==> src/rtl/bt656_pkg.sv <==
// Shared types, constants and the XY protection check for the BT.656 receiver.
package bt656_pkg;

    // Timing-reference search states: idle data, then the FF 00 00 preamble.
    typedef enum logic [1:0] {
        S_DATA,
        S_FF,
        S_00A,
        S_00B
    } trs_state_t;

    localparam logic [7:0] TRS_FF = 8'hFF;
    localparam logic [7:0] TRS_00 = 8'h00;

    // Bit positions inside the XY status byte.
    localparam int XY_ONE_BIT = 7;
    localparam int XY_F_BIT   = 6;
    localparam int XY_V_BIT   = 5;
    localparam int XY_H_BIT   = 4;

    // True when the XY byte has its fixed 1 bit and matching protection bits.
    function automatic logic xy_valid(input logic [7:0] xy);
        logic       f;
        logic       v;
        logic       h;
        logic [3:0] prot;
        f    = xy[XY_F_BIT];
        v    = xy[XY_V_BIT];
        h    = xy[XY_H_BIT];
        prot = {v ^ h, f ^ h, f ^ v, f ^ v ^ h};
        return xy[XY_ONE_BIT] && (xy[3:0] == prot);
    endfunction

endpackage

==> src/rtl/bt656_trs_detector.sv <==
// Finds FF 00 00 XY timing references in the registered byte stream and
// decodes the XY byte into SAV/EAV strobes with their F and V flags.
module bt656_trs_detector
    import bt656_pkg::*;
(
    input  logic       clk,
    input  logic       rst_n,
    input  logic [7:0] data,
    output logic       sav,
    output logic       eav,
    output logic       f,
    output logic       v,
    output logic       xy_error
);

    trs_state_t state_reg;
    trs_state_t state_next;

    // Preamble state register.
    always_ff @(posedge clk) begin
        if (!rst_n) begin
            state_reg <= S_DATA;
        end else begin
            state_reg <= state_next;
        end
    end

    // Next-state logic and XY decode; strobes are only meaningful in S_00B.
    always_comb begin
        state_next = S_DATA;
        sav        = 1'b0;
        eav        = 1'b0;
        xy_error   = 1'b0;
        f          = data[XY_F_BIT];
        v          = data[XY_V_BIT];
        case (state_reg)
            S_DATA: begin
                state_next = (data == TRS_FF) ? S_FF : S_DATA;
            end
            S_FF: begin
                if (data == TRS_00) begin
                    state_next = S_00A;
                end else if (data == TRS_FF) begin
                    state_next = S_FF;
                end else begin
                    state_next = S_DATA;
                end
            end
            S_00A: begin
                state_next = (data == TRS_00) ? S_00B : S_DATA;
            end
            S_00B: begin
                state_next = S_DATA;
                if (xy_valid(data)) begin
                    sav = ~data[XY_H_BIT];
                    eav = data[XY_H_BIT];
                end else begin
                    xy_error = 1'b1;
                end
            end
            default: begin
                state_next = S_DATA;
            end
        endcase
    end

endmodule

==> src/rtl/bt656_decoder.sv <==
// BT.656 receiver: recovers YCbCr pixels, x/y coordinates, field and lock
// status from the embedded-sync byte stream of the TV decoder.
// Optional feature macro BT656_DEINTERLACE_EN: when defined, the row output
// is 2*line + F (interleaved frame rows); otherwise it is the line in field.
module bt656_decoder
    import bt656_pkg::*;
#(
    parameter int ACTIVE_WIDTH = 720
) (
    input  logic       clock_i,
    input  logic       reset_i,
    input  logic [7:0] td_data_i,
    output logic       pixel_valid_o,
    output logic [7:0] y_o,
    output logic [7:0] cb_o,
    output logic [7:0] cr_o,
    output logic [9:0] x_pixel_coord_o,
    output logic [9:0] y_pixel_coord_o,
    output logic       field_o,
    output logic       field_start_o,
    output logic       locked_o,
    output logic       sync_error_o
);

    localparam logic [9:0] X_LIMIT  = 10'(ACTIVE_WIDTH);
    localparam logic [9:0] LINE_MAX = 10'd1023;

    logic [7:0] data_reg;
    logic       active_reg;
    logic       line_active_reg;
    logic       overflow_reg;
    logic [1:0] phase_reg;
    logic [9:0] x_reg;
    logic [9:0] line_reg;
    logic       f_reg;
    logic       v_reg;
    logic       locked_reg;
    logic [7:0] cb_hold_reg;
    logic [7:0] y0_hold_reg;
    logic [7:0] cr_hold_reg;

    logic       sav;
    logic       eav;
    logic       xy_f;
    logic       xy_v;
    logic       xy_error;

    logic       is_ff;
    logic       v_fall;
    logic [7:0] pix_y;
    logic [7:0] pix_cr;
    logic [9:0] row;

    bt656_trs_detector u_trs (
        .clk      (clock_i),
        .rst_n    (reset_i),
        .data     (data_reg),
        .sav      (sav),
        .eav      (eav),
        .f        (xy_f),
        .v        (xy_v),
        .xy_error (xy_error)
    );

    // Pixel assembly helpers: phase 2 emits (Y0,Cb,Cr), phase 3 emits (Y1,Cb,Cr).
    always_comb begin
        is_ff  = (data_reg == TRS_FF);
        v_fall = sav && v_reg && !xy_v;
        pix_y  = phase_reg[0] ? data_reg : y0_hold_reg;
        pix_cr = phase_reg[0] ? cr_hold_reg : data_reg;
`ifdef BT656_DEINTERLACE_EN
        row    = 10'({line_reg, f_reg});
`else
        row    = line_reg;
`endif
    end

    assign locked_o = locked_reg;

    // Input capture, line/pixel counters and registered outputs.
    always_ff @(posedge clock_i) begin
        if (!reset_i) begin
            data_reg        <= '0;
            active_reg      <= 1'b0;
            line_active_reg <= 1'b0;
            overflow_reg    <= 1'b0;
            phase_reg       <= '0;
            x_reg           <= '0;
            line_reg        <= '0;
            f_reg           <= 1'b0;
            v_reg           <= 1'b0;
            locked_reg      <= 1'b0;
            cb_hold_reg     <= '0;
            y0_hold_reg     <= '0;
            cr_hold_reg     <= '0;
            pixel_valid_o   <= 1'b0;
            y_o             <= '0;
            cb_o            <= '0;
            cr_o            <= '0;
            x_pixel_coord_o <= '0;
            y_pixel_coord_o <= '0;
            field_o         <= 1'b0;
            field_start_o   <= 1'b0;
            sync_error_o    <= 1'b0;
        end else begin
            data_reg      <= td_data_i;
            pixel_valid_o <= 1'b0;
            field_start_o <= 1'b0;
            sync_error_o  <= xy_error;

            if (sav) begin
                f_reg   <= xy_f;
                v_reg   <= xy_v;
                field_o <= xy_f;
                if (v_fall) begin
                    field_start_o <= 1'b1;
                    locked_reg    <= 1'b1;
                    line_reg      <= '0;
                end
                // The SAV that completes lock already opens the first line.
                if (!xy_v && (locked_reg || v_fall)) begin
                    active_reg      <= 1'b1;
                    line_active_reg <= 1'b1;
                    x_reg           <= '0;
                    phase_reg       <= '0;
                    overflow_reg    <= 1'b0;
                end
            end

            if (eav) begin
                active_reg      <= 1'b0;
                line_active_reg <= 1'b0;
                if (line_active_reg && (line_reg != LINE_MAX)) begin
                    line_reg <= line_reg + 10'd1;
                end
            end

            if (active_reg) begin
                if (is_ff) begin
                    // Preamble ends the active region; a partial group is dropped.
                    active_reg <= 1'b0;
                    phase_reg  <= '0;
                    if (phase_reg != 2'd0) begin
                        sync_error_o <= 1'b1;
                    end
                end else begin
                    phase_reg <= phase_reg + 2'd1;
                    case (phase_reg)
                        2'd0:    cb_hold_reg <= data_reg;
                        2'd1:    y0_hold_reg <= data_reg;
                        2'd2:    cr_hold_reg <= data_reg;
                        default: cr_hold_reg <= cr_hold_reg;
                    endcase
                    if (phase_reg[1]) begin
                        if (x_reg < X_LIMIT) begin
                            pixel_valid_o   <= 1'b1;
                            y_o             <= pix_y;
                            cb_o            <= cb_hold_reg;
                            cr_o            <= pix_cr;
                            x_pixel_coord_o <= x_reg;
                            y_pixel_coord_o <= row;
                            x_reg           <= x_reg + 10'd1;
                        end else if (!overflow_reg) begin
                            // Over-long line: flag it once, drop the excess.
                            sync_error_o <= 1'b1;
                            overflow_reg <= 1'b1;
                        end
                    end
                end
            end
        end
    end

endmodule

==> config.mk <==
export PLATFORM = sky130hd
export DESIGN_NAME = bt656_decoder
export DESIGN_NICKNAME = d
export VERILOG_FILES = /design/src/rtl/bt656_pkg.sv /design/src/rtl/bt656_trs_detector.sv /design/src/rtl/bt656_decoder.sv
export SDC_FILE = /design/constraint.sdc
export NUM_CORES = 1
export LEC_CHECK = 0
export CAP_MARGIN = 20
export CORE_UTILIZATION = 35
export CTS_CLUSTER_SIZE = 8
export DETAILED_ROUTE_END_ITERATION = 8
export SLEW_MARGIN = 20
export SYNTH_ARGS = -nofsm -noshare
export SYNTH_HDL_FRONTEND = slang
export SYNTH_SLANG_ARGS = --single-unit
==> constraint.sdc <==
create_clock -name clock_i -period 3.26 [get_ports clock_i]
set_clock_uncertainty 0.05 [all_clocks]
set_input_delay 0.978 -clock clock_i [delete_from_list [all_inputs] [get_ports clock_i]]
set_output_delay 0.978 -clock clock_i [all_outputs]
set_load 0.05 [all_outputs]
# After elaboration in Yosys (flattened, before gate mapping)
# Index checks and enable logic that the tools add are counted.
# W data, S select, Z words.
# classes
n_eq_ne	8
bitwise_logic	9
n_lt_le_gt_ge	1
n_addsub	3
muxes	46
reduce_logical	23
# ops
cell	n
$mux W10	10
$mux W1	27
$add A10 B1 Y10 const B	2
$mux W8	2
$mux W2	6
$lt A10 B10 Y1 const B	1
$ne A10 B10 Y1 const B	1
$reduce_and A3 Y1	3
$eq A8 B8 Y1 const B	1
$logic_not A8 Y1	1
$pmux W2 S4	1
$reduce_and A2 Y1	4
$eq A2 B2 Y1 const B	3
$reduce_bool A2 Y1	3
$logic_and A1 B1 Y1	5
$not A1 Y1	5
$eq A2 B1 Y1 const B	2
$eq A4 B4 Y1	1
$logic_not A2 Y1	2
$reduce_and A4 Y1	1
$reduce_or A4 Y1	1
$xor A1 B1 Y1	4
$add A2 B1 Y2 const B	1
$reduce_or A2 Y1	1
2 further kinds	2
# word_totals
wordCells	112
inputBits	10
out_inout_bits	49
ff_bits	109

# Longest topological paths before layout
# Gate-level depths: netlist of run 1.
# logic_depth
depth_word	17
ltp_mapped	9
mapped_depth_nobuf	7

# By module
# A second synthesis of run 1 with hierarchy kept.
# unflattened
cells_unflattened	518
hier_area_um2	4749.6
# by_module_without_submodules
mod	n_inst	cells_each	seq_area_each_um2	area_per_inst_um2
bt656_decoder	1	483	2142.1	4460.5
bt656_trs_detector	1	35	40.0	289.0

# Worst setup path after synthesis of run 1
# OpenSTA, ideal clock, no wires.
# synth_timing
path_kind	reg2reg
startpoint	register data_reg[4]
endpoint	register x_reg[8]
path_stages_with_launch	10
path_buffers	2
arrival_ns	2.300
path_slack_ns	0.782
setup_ns	0.128
period_less_slack_ns	2.478
required_ns	3.082
cell_sequence	dfxtp_1 -> buf_2 -> inv_1 -> ha_1 -> xor2_1 -> nor4b_2 -> nand4_2 -> a2111oi_4 -> buf_6 -> o211ai_2
# synth_between
elab_chain_cells	15
elab_cells_between_ends	19
cone_classes	eq/ne (2); mux (8); bitwise (4); reduce/logical (5)
# synth_rtl
item	line	source
start: declaration	bt656_decoder.sv:28	logic [7:0] data_reg;
start signal: assignment	bt656_decoder.sv:106	data_reg <= td_data_i;
$xor A1 B1 Y1	bt656_pkg.sv:30	prot = {v ^ h, f ^ h, f ^ v, f ^ v ^ h};
$eq A4 B4 Y1	bt656_pkg.sv:31	return xy[XY_ONE_BIT] && (xy[3:0] == prot);
$logic_and A1 B1 Y1	bt656_pkg.sv:31	
$mux W1	bt656_trs_detector.sv:54	if (xy_valid(data)) begin
$mux W1	bt656_trs_detector.sv:36	case (state_reg)
$logic_and A1 B1 Y1 (2 in a row)	bt656_decoder.sv:68	v_fall = sav && v_reg && !xy_v;
$logic_or A1 B1 Y1	bt656_decoder.sv:121	if (!xy_v && (locked_reg || v_fall)) begin
$logic_and A1 B1 Y1	bt656_decoder.sv:121	
$mux W10	bt656_decoder.sv:121	
$mux W10	bt656_decoder.sv:111	if (sav) begin
$mux W10	bt656_decoder.sv:155	if (x_reg < X_LIMIT) begin
$mux W10	bt656_decoder.sv:154	if (phase_reg[1]) begin
$mux W10	bt656_decoder.sv:139	if (is_ff) begin
$mux W10 (*)	bt656_decoder.sv:138	if (active_reg) begin
end signal: assignment	bt656_decoder.sv:162	x_reg <= x_reg + 10'd1;
end: declaration	bt656_decoder.sv:33	logic [9:0] x_reg;
# Every way passes the cells marked *; elsewhere a longest branch is shown, timed or not.
# A chain may end at the register's enable or synchronous reset.

# Final worst setup path of run 1
# layout_timing
startpoint	register data_reg[4]
endpoint	register line_active_reg
# layout_between
elab_chain_cells	10
elab_cells_between_ends	16
cone_classes	eq/ne (1); mux (4); bitwise (4); reduce/logical (7)
# layout_rtl
item	line	source
$xor A1 B1 Y1	bt656_pkg.sv:30	
$eq A4 B4 Y1	bt656_pkg.sv:31	
$logic_and A1 B1 Y1	bt656_pkg.sv:31	
$mux W1	bt656_trs_detector.sv:54	
$mux W1	bt656_trs_detector.sv:36	
$logic_and A1 B1 Y1 (2 in a row)	bt656_decoder.sv:68	
$logic_or A1 B1 Y1	bt656_decoder.sv:121	
$logic_and A1 B1 Y1	bt656_decoder.sv:121	
$reduce_and A2 Y1 (no source line)	-	
end signal: assignment	bt656_decoder.sv:85	line_active_reg <= 1'b0;
end signal: assignment	bt656_decoder.sv:123	line_active_reg <= 1'b1;
end signal: assignment	bt656_decoder.sv:132	line_active_reg <= 1'b0;
end: declaration	bt656_decoder.sv:30	logic line_active_reg;
# Several ways; a longest one is shown, not always the timed one.

==> results.cfg, run 1 <==
[cts]
cts_root_buf = clkbuf_16
insertion_delay_ns = 0.35
cts_sinks = 109
cts_setup_buffers = 0
cts_tree = built
clkTransAtPathRegs_ns = 0.07
cts_hold_buf = 0
cts_inserted_buffers = 9
htree_levels = 3
post_cts_resized = 0
cts_max_path_buffers = 2

[synth]
synth-seq-cells = 109
synth_edf_count = 0
yosysSeqAreaShare = 0.458
yosysWarnings = 0
async_reset_ff_frac = 0
synth_flop_cell = dfxtp_1
syn_avg_cell_area_um2 = 8.42
synth_nets = 583
synth_cell_types = 60
synth_cells = 566
syn_area_um2 = 4770

[global_route]
antenna_found_initial = 0
grt_pass1_vias = 3927
gr-total-overflow = 0
gr-usage-all-layers = 0.164
grt_max_degree = 51
grt_pass1_wl_um = 18800

[setup_path]
cp-end-kind = flop
cp_num_buf_inv = 3
slowest_stage = nor4b_2
path_class = reg2reg
worst_path_largest_cell_delay_ns = 0.41
crit_chain = buf_4 > inv_1 > ha_1 > xor2_1 > nor4b_2 > nand4_2 > a2111oi_4 > buf_4 > o221a_1
critPathMaxFanout = 14
required_ns = 3.50
worst_ep_arrival_time_ns = 2.97
cp_common_cell = buf_4
cp-start-kind = flop
crit_family = simple AND/OR/NAND/NOR gates

[layout]
instances_no_fill = 782
area_growth_pct = 21.8
drive_gt1_frac = 0.0693
finalInstanceArea_um2 = 5810
diodes = 0
layout.nets = 619
fillers = 1332

[place]
post-place-ws_ns = 0.568
dp_hpwl_um = 7460
dpl-instance-area_um2 = 5480
dp_cells = 767
io_buffers = 58
place.gp.congestion = 0.786

[sta]
setup-violations-final = 0
hold_violations = 0
tightest_slew_ns = 0.581
layout_setup_ws_ns = 0.536
rsz0062_at_grt = no
max_freq_mhz = 367
fin_crit_sh = 0.836
relSlewSlack = 0.612
period_minus_slack_ns = 2.72
slew_violations = 0
finalSetupTns_ns = 0

[pwr]
ir_drop_v = 0.000277
p_total_mw = 2.65
power_leakage_nw = 1.83
power_density_nw_per_um2 = 456

[floorplanning]
dieArea_um2 = 14100
initial_core_util = 0.360
fp.dieH_um = 119
io_pins = 59
num_rows = 42
core_um2 = 13200
die_x_um = 119

[hold_path]
hp-class = reg2reg

[detailed_routing]
antenna_left = 0
wl_per_cell_um = 14.2
drcViolationCount = 0
routed_wl_um = 11100
vias = 4090
drt_first_pass_iters = 5
viasPerCell = 5.23
drt_iter0_drc = 269

[flow_run]
cap_violations = 0

[run_status]
status = finished clean
cell usage in the layout (no fill, tap or decap), types with 7 or more instances in the layout:
master and n:
nor2_1 32, inv_1 10, clkbuf_16 9, clkdlybuf4s50_1 58, o21ai_0 7, a211oi_1 17
ha_1 7, o22ai_1 8, dfxtp_1 109, buf_4 12, nand3_1 55, and2_1 14
nand2_1 102, mux2i_1 18, a21oi_1 58
worst reg2reg max path: cells and delay by family, from the launching register on:
kind / cells / cell delay, ns
and+or+nand+nor: 2 / 0.74
DFF: 1 / 0.31
buffers and inverters: 3 / 0.51
xor gates and xnor gates: 1 / 0.17
AOI/OAI and AO/OA: 2 / 0.58
adders and majority gates: 1 / 0.31
cells in the mapped netlist, drive strengths merged (2+ instances only):
cell type / number / area, µm²
a2111oi: 3 / 45.1
a211oi: 18 / 140
a21oi: 59 / 295
and2: 15 / 93.8
and3: 5 / 31.3
and4: 5 / 43.8
buf: 16 / 95.1
clkbuf: 30 / 113
dfxtp: 109 / 2180
ha: 7 / 87.6
inv: 11 / 41.3
mux2i: 18 / 180
nand2: 102 / 383
nand3: 55 / 275
nand3b: 2 / 15.0
nand4: 7 / 65.1
nand4b: 3 / 26.3
nor2: 32 / 120
nor2b: 4 / 25.0
nor3: 2 / 10.0
nor4: 2 / 12.5
o211ai: 6 / 60.1
o21ai: 12 / 60.1
o221a: 3 / 33.8
o221ai: 3 / 26.3
o22ai: 8 / 50.1
o311ai: 4 / 42.6
or3: 3 / 18.8
xor2: 3 / 26.3
metrics by stage:
stage                util  hold WS (ns)
finish              0.438         0.403
floorplan               -         0.382
detailed placement  0.413         0.398
CTS                 0.438         0.407
global route        0.438         0.427
global placement    0.413         0.391
layout make-up:
type                       instances  area (µm²)  share of cell area
clock inverter                     4        97.6              0.0168
sequential                       109        2180               0.376
timing repair buffer              71         691               0.119
multi-input combinational        400        2340               0.403
tap                              176         220              0.0379
clock buffer                      11         233              0.0401
inverter                          11        41.3             0.00711
kinds of logic (layout without fill, tap and decap cells):
| family | count (synthesis) | in the layout | synth area share |
|---|---|---|---|
| simple gates | 243 | 243 | 0.246 |
| compound gates | 127 | 127 | 0.178 |
| flops | 109 | 109 | 0.458 |
| buf+inv | 57 | 97 | 0.0522 |
| mux | 19 | 19 | 0.0402 |
| fa+ha+maj | 7 | 7 | 0.0184 |
| xor+xnor | 4 | 4 | 0.00735 |
layer usage:
layer  share of wire  vias to the layer above  global-route usage  wire length (µm)
met5               0                        -                   0                 0
met1            0.47                     1900               0.218              5260
met3           0.047                       10              0.0333               520
met4           0.013                        0              0.0585               141
li1                -                     2077                   -                 -
met2            0.47                      103               0.261              5180
report_power, final:
group	internal, mW	switching, mW
logic	0.0295	0.0486
clock network	0.747	0.470
registers	1.34	0.0174
total	2.11	0.536
path summary, 6_finish.rpt:
path,to,cells past startpoint,slack [ns],start
worst min register to register,y0_hold_reg[0],2,0.40,y0_hold_reg[0]
worst max-delay path,line_active_reg,9,0.54,data_reg[4]
worst min-delay path,y0_hold_reg[0],2,0.40,y0_hold_reg[0]
worst max register to register,line_active_reg,9,0.54,data_reg[4]
No activity file was read; power rests on OpenSTA's default activity.
==> run 2, diff against run 1 <==
==> constraint.sdc (replaced) <==
create_clock -name clock_i -period 2.8 [get_ports clock_i]
set_clock_uncertainty 0.05 [all_clocks]
set_input_delay 0.84 -clock clock_i [delete_from_list [all_inputs] [get_ports clock_i]]
set_output_delay 0.84 -clock clock_i [all_outputs]
set_load 0.05 [all_outputs]
==> results.cfg, run 2 (synthesis results as in run 1) <==
[setup_path]
r2r_slack_ns = 0.39
slowest_stage = clkdlybuf4s50_1
required_ns = 1.91
cp-start-kind = flop
crit_chain = clkdlybuf4s50_1
cp_num_buf_inv = 1
worst_path_largest_cell_delay_ns = 0.82
path_class = reg2out
worst_ep_arrival_time_ns = 1.54
crit_family = buffers and inverters
critPathMaxFanout = 2
cp-end-kind = primary output

[sta]
tightest_slew_ns = 0.519
slew_violations = 0
hold_violations = 0
fin_crit_sh = 0.867
rsz0062_at_grt = no
finalSetupTns_ns = 0
max_freq_mhz = 412
period_minus_slack_ns = 2.43
hold_ws_ns = 0.404
layout_setup_ws_ns = 0.372
setup-violations-final = 0
relSlewSlack = 0.653

[run_status]
status = finished clean

[place]
post-place-ws_ns = 0.401
dpl-instance-area_um2 = 5500
io_buffers = 58
dp_cells = 770
dp_hpwl_um = 7520
place.gp.congestion = 0.817

[detailed_routing]
wl_per_cell_um = 14.0
drt_iter0_drc = 266
drcViolationCount = 0
drt_first_pass_iters = 4
viasPerCell = 5.13
vias = 4033
routed_wl_um = 11000
antenna_left = 0

[floorplanning]
fp.dieH_um = 119
io_pins = 59
dieArea_um2 = 14100
initial_core_util = 0.360
core_um2 = 13200
die_x_um = 119
num_rows = 42

[cts]
clkTransAtPathRegs_ns = 0.07
post_cts_resized = 0
cts_setup_buffers = 0
cts_hold_buf = 0
cts_root_buf = clkbuf_16
cts_max_path_buffers = 2
cts_inserted_buffers = 9
insertion_delay_ns = 0.35
htree_levels = 3
cts_tree = built
cts_sinks = 109

[layout]
area_growth_pct = 21.9
layout_common_cells = dfxtp_1, nand2_1, a21oi_1, clkdlybuf4s50_1, nand3_1
layout.nets = 622
diodes = 0
mostFrequentLayoutCell = dfxtp_1
finalInstanceArea_um2 = 5810
drive_gt1_frac = 0.0770
fillers = 1323
instances_no_fill = 786

[pwr]
ir_drop_v = 0.000251
power_density_nw_per_um2 = 514
power_leakage_nw = 1.84

[global_route]
grt_pass1_wl_um = 18600
antenna_found_initial = 0
grt_pass1_vias = 3833
gr-total-overflow = 0
gr-usage-all-layers = 0.163
grt_max_degree = 52

[flow_run]
cap_violations = 0

[hold_path]
hp-class = reg2reg
==> run 2: changes by cell type in the layout (fill, tap and decap cells not counted) <==
cell       change
clkbuf_8       +2
clkinv_4       +1
clkbuf_1       -1
inv_6          +1
buf_4          +3
bufinv_16      -2
==> run 2: layout make-up <==
class                           count  area [µm²]  share of cell area
Multi-Input combinational cell    400        2340               0.403
Sequential cell                   109        2180               0.376
Inverter                           11        41.3             0.00711
Clock buffer                       12         256              0.0442
Clock inverter                      4        55.1             0.00948
Timing Repair Buffer               74         713               0.123
Tap cell                          176         220              0.0379
==> run 2: per-stage QoR <==
step	power, mW	utilization
floorplan	1.67	-
global placement	1.70	0.415
detailed placement	1.71	0.415
CTS	3.02	0.439
global route	3.10	0.439
finish	2.99	0.439
==> run 2: worst paths after layout <==
check	from	end	depth (start not counted)
hold / removal	cb_o[6]	cb_o[6]	2
setup / recovery	x_pixel_coord_o[9]	x_pixel_coord_o[9]	1
setup reg to reg	data_reg[4]	line_active_reg	8
hold reg to reg	cb_o[6]	cb_o[6]	2
==> run 2: per-layer routing <==
| metal | GRT usage | vias to the layer above | wire length (µm) |
|---|---|---|---|
| li1 | - | 2087 | - |
| met1 | 0.216 | 1854 | 5270 |
| met2 | 0.256 | 78 | 5140 |
| met3 | 0.0309 | 14 | 443 |
| met4 | 0.0704 | 0 | 186 |
| met5 | 0 | - | 0 |
==> run 2: where the power goes <==
group / leakage, nW / internal [mW] / switching, mW
combinational: 0.811 / 0.0362 / 0.0598
sequential: 0.880 / 1.56 / 0.0169
clock: 0.149 / 0.748 / 0.570
==> run 3, diff against run 2 <==
--- a/config.mk
+++ b/config.mk
@@ -6,9 +6,10 @@
 export NUM_CORES = 1
 export LEC_CHECK = 0
 export CAP_MARGIN = 20
-export CORE_UTILIZATION = 35
+export CORE_UTILIZATION = 33
 export CTS_CLUSTER_SIZE = 8
 export DETAILED_ROUTE_END_ITERATION = 8
+export MAX_ROUTING_LAYER = met4
 export SLEW_MARGIN = 20
 export SYNTH_ARGS = -nofsm -noshare
 export SYNTH_HDL_FRONTEND = slang
==> results.cfg, run 3 (synthesis results as in run 1) <==
[cts]
clkTransAtPathRegs_ns = 0.07
post_cts_resized = 0
cts_setup_buffers = 0
cts_root_buf = clkbuf_16
cts_max_path_buffers = 2
cts_sinks = 109
cts_hold_buf = 0
htree_levels = 3
insertion_delay_ns = 0.35
cts_tree = built
cts_inserted_buffers = 9

[layout]
final_core_util = 0.416
mostFrequentLayoutCell = dfxtp_1
layout_common_cells = dfxtp_1, nand2_1, a21oi_1, clkdlybuf4s50_1, nand3_1
drive_gt1_frac = 0.0817
fillers = 1405
area_growth_pct = 22.0
multi_input_area_um2 = 2340
seq_area_um2 = 2180
layout.nets = 624
diodes = 0

[setup_path]
endpoint = x_pixel_coord_o[8]
worstRegToRegCells = 8
cp_num_buf_inv = 1
worst_ep_arrival_time_ns = 1.54
cp.depth = 1
worst_path_largest_cell_delay_ns = 0.82
r2r-end = line_active_reg
cp-start-kind = flop
worstReg2RegStart = data_reg[4]
crit_family = buffers and inverters
critPathMaxFanout = 2
setup.worst_path.start = x_pixel_coord_o[8]
path_class = reg2out
crit_chain = clkdlybuf4s50_1
cp-end-kind = primary output
r2r_slack_ns = 0.38
required_ns = 1.91
slowest_stage = clkdlybuf4s50_1

[detailed_routing]
drt_first_pass_iters = 4
viasPerCell = 5.24
vias = 4151
wl_per_cell_um = 14.1
drcViolationCount = 0
drt_iter0_drc = 269
routed_wl_um = 11200
antenna_left = 0

[sta]
layout_setup_ws_ns = 0.371
tightest_slew_ns = 0.509
fin_crit_sh = 0.867
finalSetupTns_ns = 0
slew_violations = 0
max_freq_mhz = 412
setup-violations-final = 0
rsz0062_at_grt = no
period_minus_slack_ns = 2.43
relSlewSlack = 0.660
hold_violations = 0

[global_route]
grt_pass1_wl_um = 18700
grt_max_degree = 48
gr-total-overflow = 0
gr-usage-all-layers = 0.161
antenna_found_initial = 0
grt_pass1_vias = 3977

[floorplanning]
num_rows = 43
die_x_um = 122
core_um2 = 14000
io_pins = 59
fp.dieH_um = 122
initial_core_util = 0.341
dieArea_um2 = 14900

[hold_path]
min_path_cells = 2
hp-class = reg2reg

[run_status]
status = finished clean

[pwr]
ir_drop_v = 0.000295
power_leakage_nw = 1.85
power_density_nw_per_um2 = 507
p_total_mw = 2.95

[place]
place.gp.congestion = 0.796
post-place-ws_ns = 0.0799
dp_hpwl_um = 7640
io_buffers = 58

[flow_run]
cap_violations = 0
-- run 3: worst min path at each step --
stage | startpoint | end | slack, ns
after detailed placement | y0_hold_reg[7] | y0_hold_reg[7] | 0.40
after floorplan | cb_hold_reg[0] | cb_o[0] | 0.38
after global placement | y0_hold_reg[3] | y0_hold_reg[3] | 0.39
final | cb_o[4] | cb_o[4] | 0.41
after global routing | y0_hold_reg[3] | y0_hold_reg[3] | 0.42
after CTS | y0_hold_reg[7] | y0_hold_reg[7] | 0.41
-- run 3: layout make-up --
type                    instances  area share
flip-flops and latches        109       0.375
clock inverters                 6      0.0105
clock buffers                  10      0.0411
inverters                      11     0.00710
repair buffers                 76       0.125
well taps                     180      0.0387
multi-input cells             400       0.402
-- run 3: power by group --
group | leakage [nW] | switching [mW] | internal, mW
Combinational | 0.821 | 0.0637 | 0.0364
Clock | 0.149 | 0.565 | 0.716
Sequential | 0.880 | 0.0138 | 1.56
Total | 1.85 | 0.642 | 2.31
-- run 3: per-layer routing --
| metal | wire length [µm] | global-route usage |
|---|---|---|
| met5 | 0 | - |
| met4 | 185 | 0.0625 |
| met3 | 391 | 0.0290 |
| met2 | 5290 | 0.256 |
| met1 | 5300 | 0.201 |
-- run 3: per-stage QoR --
stage / area (µm²) / hold WS, ns / cells
after floorplan: 4770 / 0.382 / 566
after global placement: 5520 / 0.391 / 776
after detailed placement: 5520 / 0.396 / 776
after CTS: 5820 / 0.406 / 792
after global routing: 5820 / 0.418 / 792
final: 5820 / 0.406 / 792
